[src/rtl/common_stream_output_pkg.sv]
// Shared types and constants for the stream output adapter.
package common_stream_output_pkg;

  typedef enum logic [0:0] {
    ST_IDLE,
    ST_IN_PACKET
  } state_e;

  localparam int unsigned FIFO_DEPTH  = 2;
  localparam int unsigned COUNT_WIDTH = $clog2(FIFO_DEPTH + 1);

endpackage

[src/rtl/stream_fifo2.sv]
// Two-entry register FIFO; entry 0 is always the head. Beats are {data, sop, eop} packed.
module stream_fifo2
  import common_stream_output_pkg::*;
#(
  parameter int unsigned DATA_WIDTH = 10
) (
  input  logic                  clk,
  input  logic                  rst,
  input  logic                  push,
  input  logic                  pop,
  input  logic [DATA_WIDTH+1:0] beat_in,
  output logic [DATA_WIDTH+1:0] head,
  output logic                  empty,
  output logic                  full
);

  logic [DATA_WIDTH+1:0]  mem_q [FIFO_DEPTH];
  logic [DATA_WIDTH+1:0]  mem_d [FIFO_DEPTH];
  logic [COUNT_WIDTH-1:0] count_q, count_d;
  logic                   do_push, do_pop;

  assign empty = (count_q == '0);
  assign full  = (count_q == COUNT_WIDTH'(FIFO_DEPTH));
  assign head  = mem_q[0];

  always_comb begin
    mem_d   = mem_q;
    count_d = count_q;
    do_push = push && !full;
    do_pop  = pop && !empty;
    case ({do_push, do_pop})
      2'b10: begin
        mem_d[count_q[0]] = beat_in;
        count_d           = count_q + COUNT_WIDTH'(1);
      end
      2'b01: begin
        mem_d[0] = mem_q[1];
        count_d  = count_q - COUNT_WIDTH'(1);
      end
      // Both only possible with one entry held: new beat replaces the departing head.
      2'b11: mem_d[0] = beat_in;
      default: ;
    endcase
  end

  always_ff @(posedge clk or posedge rst) begin
    if (rst) begin
      mem_q[0] <= '0;
      mem_q[1] <= '0;
      count_q  <= '0;
    end else begin
      mem_q   <= mem_d;
      count_q <= count_d;
    end
  end

endmodule

[src/rtl/common_stream_output.sv]
// Core-to-Avalon-ST egress adapter with packet-boundary enable gating.
// COMMON_STREAM_OUTPUT_ORPHAN_DROP_EN: discard non-sop beats arriving outside a packet.
module common_stream_output #(
  parameter int unsigned DATA_WIDTH = 10
) (
  input  logic                  clk,
  input  logic                  rst,
  output logic                  int_ready,
  input  logic                  int_valid,
  input  logic [DATA_WIDTH-1:0] int_data,
  input  logic                  int_sop,
  input  logic                  int_eop,
  input  logic                  dout_ready,
  output logic                  dout_valid,
  output logic [DATA_WIDTH-1:0] dout_data,
  output logic                  dout_sop,
  output logic                  dout_eop,
  input  logic                  enable,
  output logic                  synced
);

  import common_stream_output_pkg::*;

  typedef struct packed {
    logic [DATA_WIDTH-1:0] data;
    logic                  sop;
    logic                  eop;
  } beat_t;

  beat_t  in_beat, head;
  logic   empty, full, push, pop, fwd, drop;
  state_e state_q, state_d;

  assign in_beat   = '{data: int_data, sop: int_sop, eop: int_eop};
  assign int_ready = !full;
  assign push      = int_valid && int_ready;
  assign pop       = fwd || drop;

  stream_fifo2 #(
    .DATA_WIDTH(DATA_WIDTH)
  ) u_fifo (
    .clk    (clk),
    .rst    (rst),
    .push   (push),
    .pop    (pop),
    .beat_in(in_beat),
    .head   (head),
    .empty  (empty),
    .full   (full)
  );

  always_ff @(posedge clk or posedge rst) begin
    if (rst) state_q <= ST_IDLE;
    else     state_q <= state_d;
  end

  always_comb begin
    state_d = state_q;
    if (fwd) begin
      if (head.eop)      state_d = ST_IDLE;
      else if (head.sop) state_d = ST_IN_PACKET;
    end
  end

  always_comb begin
    fwd    = 1'b0;
    drop   = 1'b0;
    synced = (state_q == ST_IDLE);
    if (!empty) begin
`ifdef COMMON_STREAM_OUTPUT_ORPHAN_DROP_EN
      if (state_q == ST_IDLE && !head.sop) drop = 1'b1;
      else fwd = dout_ready && (state_q == ST_IN_PACKET || enable);
`else
      // An orphan head in IDLE is forwarded as if mid-packet and ignores enable.
      fwd = dout_ready && (state_q == ST_IN_PACKET || !head.sop || enable);
`endif
    end
  end

  always_ff @(posedge clk or posedge rst) begin
    if (rst) begin
      dout_valid <= 1'b0;
      dout_data  <= '0;
      dout_sop   <= 1'b0;
      dout_eop   <= 1'b0;
    end else begin
      dout_valid <= fwd;
      if (fwd) begin
        dout_data <= head.data;
        dout_sop  <= head.sop;
        dout_eop  <= head.eop;
      end
    end
  end

endmodule

[config.mk]
export PLATFORM = sky130hd
export DESIGN_NAME = common_stream_output
export DESIGN_NICKNAME = d
export VERILOG_FILES = /design/src/rtl/common_stream_output_pkg.sv /design/src/rtl/stream_fifo2.sv /design/src/rtl/common_stream_output.sv
export SDC_FILE = /design/constraint.sdc
export NUM_CORES = 1
export LEC_CHECK = 0
export ABC_AREA = 1
export CAP_MARGIN = 5
export CORE_MARGIN = 10
export CORE_UTILIZATION = 50
export CTS_BUF_LIST = sky130_fd_sc_hd__clkbuf_4 sky130_fd_sc_hd__clkbuf_8
export DETAILED_ROUTE_END_ITERATION = 12
export PLACE_DENSITY = 0.75
export SLEW_MARGIN = 5
export SYNTH_ARGS = -nofsm -noshare
export SYNTH_HDL_FRONTEND = slang
export SYNTH_SLANG_ARGS = --single-unit
[constraint.sdc]
create_clock -name clk -period 4.44 [get_ports clk]
set_clock_uncertainty 0.2 [all_clocks]
set_input_delay 0.666 -clock clk [delete_from_list [all_inputs] [get_ports clk]]
set_output_delay 0.666 -clock clk [all_outputs]
set_load 0.005 [all_outputs]
==> flow_summary_export.csv <==
group,metric,value,unit
yosys,ys_types,18,
clock_tree,cts.hold.buffers_added,0,
routing,drc,0,
worst_setup_path,arrival,2940,ps
clock_tree,clockBufferDepth,2,
sta,relSlewSlack,55.4,%
power,swShare,36.6,%
power,power_leakage,1.34,nW
routing,avgRoutedWirePerCell,11.6,um
worst_setup_path,start_kind,"register",
yosys,ys_ff_latch,40,
place,dpl.hpwl,2990,um
global_routing,track_usage,12.3,%
power,power,1.53,mW
global_routing,antenna_found_initial,0,
sta,finalHoldViolCount,0,
die,core_area,3970,um^2
power,p_per_area,628,nW/um^2
global_routing,grt_pass1_wl,7420,um
final_layout,final_layout_size_suffix_gt1_share,4.65,%
final_layout,layout_common_cells,"nand2_1, dfrtp_1, clkdlybuf4s50_1",
yosys,avgSynthCellArea,7.42,um^2
worst_setup_path,cp-end-kind,"register",
run_status,outcome,"complete, no violations",
worst_setup_path,crit_type,"register to register",
power,pwr-share-seq,41.0,%
place,place_congestion,0.796,
final_layout,seqCellArea,1000,um^2
die,die-area,7040,um^2
sta,setup_viol,0,
power,p_comb_share,39.6,%
clock_tree,postCtsResizedCells,0,
sta,min_period_over_period,65.6,%
sta,fmaxAchievable,343,MHz
place,placed_area,2330,um^2
die,ios,32,
sta,fin_crit,2910,ps
clock_tree,cts_buffers,5,
worst_setup_path,crit_path_max_fanout,32,
power,internal_power,971,uW
final_layout,fin_nets,321,
final_layout,syn2layout_area_growth,19.5,%
die,start_util,51.4,%
sta,grt_setup_unrepaired,"false",
clock_tree,cts_setup_buffers,0,
final_layout,fillCellCount,375,
routing,initialDrtViolationCount,85,
clock_tree,cts_root_buf,"clkbuf_8",
clock_tree,clk_pin_slew,80,ps
power,p_sw,562,uW
yosys,yosysSeqAreaShare,49.0,%
routing,wl,4080,um
place,io_buffers,31,
global_routing,grt_pass1_vias,1582,
yosys,syn_nets,296,
final_layout,final_area,2440,um^2
min_path,worstHoldPathType,"register to register",
final_layout,multi_input_area,861,um^2
routing,drtPass1Iterations,4,
clock_tree,clk_latency,290,ps
sta,slew_viol_final,0,
die,rows,23,
routing,via_count,1637,
global_routing,gr-total-overflow,0,
routing,routed_via_density,4.66,
final_layout,n_antenna_cell,0,
sta,tightest_slew,669,ps
yosys,synth_area,2040,um^2
global_routing,grt_max_degree,41,
clock_tree,htreeDepth,2,
sta,timing.hold.ws,265,ps
worst_setup_path,critPathRequiredTime,4470,ps
power,p_clk_share,19.4,%
power,ir_drop,275,uV
sta,tns,0,ps
die,fp.dieH,83.9,um
place,dp_cells,343,
yosys,synth_cells,275,
die,die_x,83.9,um
final_layout,mostFrequentLayoutCell,"nand2_1",
yosys,yosysWarnings,0,
final_layout,finalNonFillerCells,351,
clock_tree,cts_sinks,40,
flow_run,cap_violations,0,
routing,ant_nets,0,
clock_tree,cts_tree,"built",
per-stage QoR:
| stage | utilization [%] | worst slack [ps] |
|---|---|---|
| floorplan | - | 2130 |
| global placement | 58.6 | 1420 |
| detailed placement | 58.6 | 1320 |
| CTS | 61.4 | 1540 |
| global route | 61.4 | 1210 |
| finish | 61.4 | 1530 |
Yosys cell counts (all sizes together):
cell	instances	area, um^2
nand2	148	563
dfrtp	40	1000
inv	22	85.1
nor2	15	63.8
o21ai	14	70.1
nand3	13	70.1
buf	12	86.3
ha	4	50.1
a21oi	3	26.3
clkbuf	2	7.51
xnor2	2	17.5
final timing paths:
path                            slack, ps                          start  cells past startpoint                           to
worst min register to register        270     u_fifo.head[6]$_DFFE_PP0P_                      2     dout_data[4]$_DFFE_PP0P_
worst min-delay path                  270     u_fifo.head[6]$_DFFE_PP0P_                      2     dout_data[4]$_DFFE_PP0P_
max in group asynchronous            3100                            rst                      3  u_fifo.mem_q[0]$_DFFE_PP0P_
worst max register to register       1530  u_fifo.count_q[0]$_DFFE_PP0P_                     11  u_fifo.head[11]$_DFFE_PP0P_
min in group asynchronous             600                            rst                      3     dout_data[0]$_DFFE_PP0P_
worst max-delay path                 1530  u_fifo.count_q[0]$_DFFE_PP0P_                     11  u_fifo.head[11]$_DFFE_PP0P_
metal layers:
layer | vias to the layer above | GRT usage (%) | part of all wire, %
li1 | 876 | - | -
met1 | 715 | 15.2 | 48
met2 | 39 | 19.2 | 45
met3 | 7 | 4.39 | 5.6
met4 | 0 | 4.11 | 1.3
met5 | - | 0 | 0
area by class of cell:
type / count / area share, %
Sequential cell: 40 / 41.0
Multi-Input combinational cell: 199 / 35.3
Timing Repair Buffer: 32 / 13.0
Inverter: 22 / 3.49
Clock buffer: 6 / 3.13
Tap cell: 50 / 2.57
Clock inverter: 2 / 1.44
logic make-up (layout without fill, tap and decap cells):
kind of cell               count (synthesis)  count (layout)  share of synthesized area (%)
AOI/OAI and AO/OA                         17              17                           4.72
adders and majority gates                  4               4                           2.45
DFF                                       40              40                           49.0
buffers and inverters                     36              62                           8.77
xor gates and xnor gates                   2               2                          0.859
and+or+nand+nor                          176             176                           34.2
sequential cells by signal, indices dropped and copies added, names as in the netlist:
signal	flops
dout_valid	1
dout_data	10
u_fifo.head	12
dout_eop	1
state_q	1
u_fifo.mem_q	12
dout_sop	1
u_fifo.count_q	2
worst max-delay path, stage by stage (launching register included):
cell	delay, ps
dfrtp_1	780
nor2_1	180
nor2_4	300
nand2_4	290
inv_1	160
ha_1	450
nand2_1	100
nand2_1	80
nand3_1	80
nand2_1	90
nand2_1	50
nand2_1	80
power by group through the flow:
stage	Combinational (mW)	Sequential [mW]	Clock [mW]
2_1_floorplan	0.448	0.599	0
3_3_place_gp	0.596	0.633	0
3_5_place_dp	0.613	0.635	0
4_1_cts	0.617	0.629	0.303
5_1_grt	0.707	0.651	0.321
6_report	0.606	0.629	0.297
(Power assumes the default switching activity.)
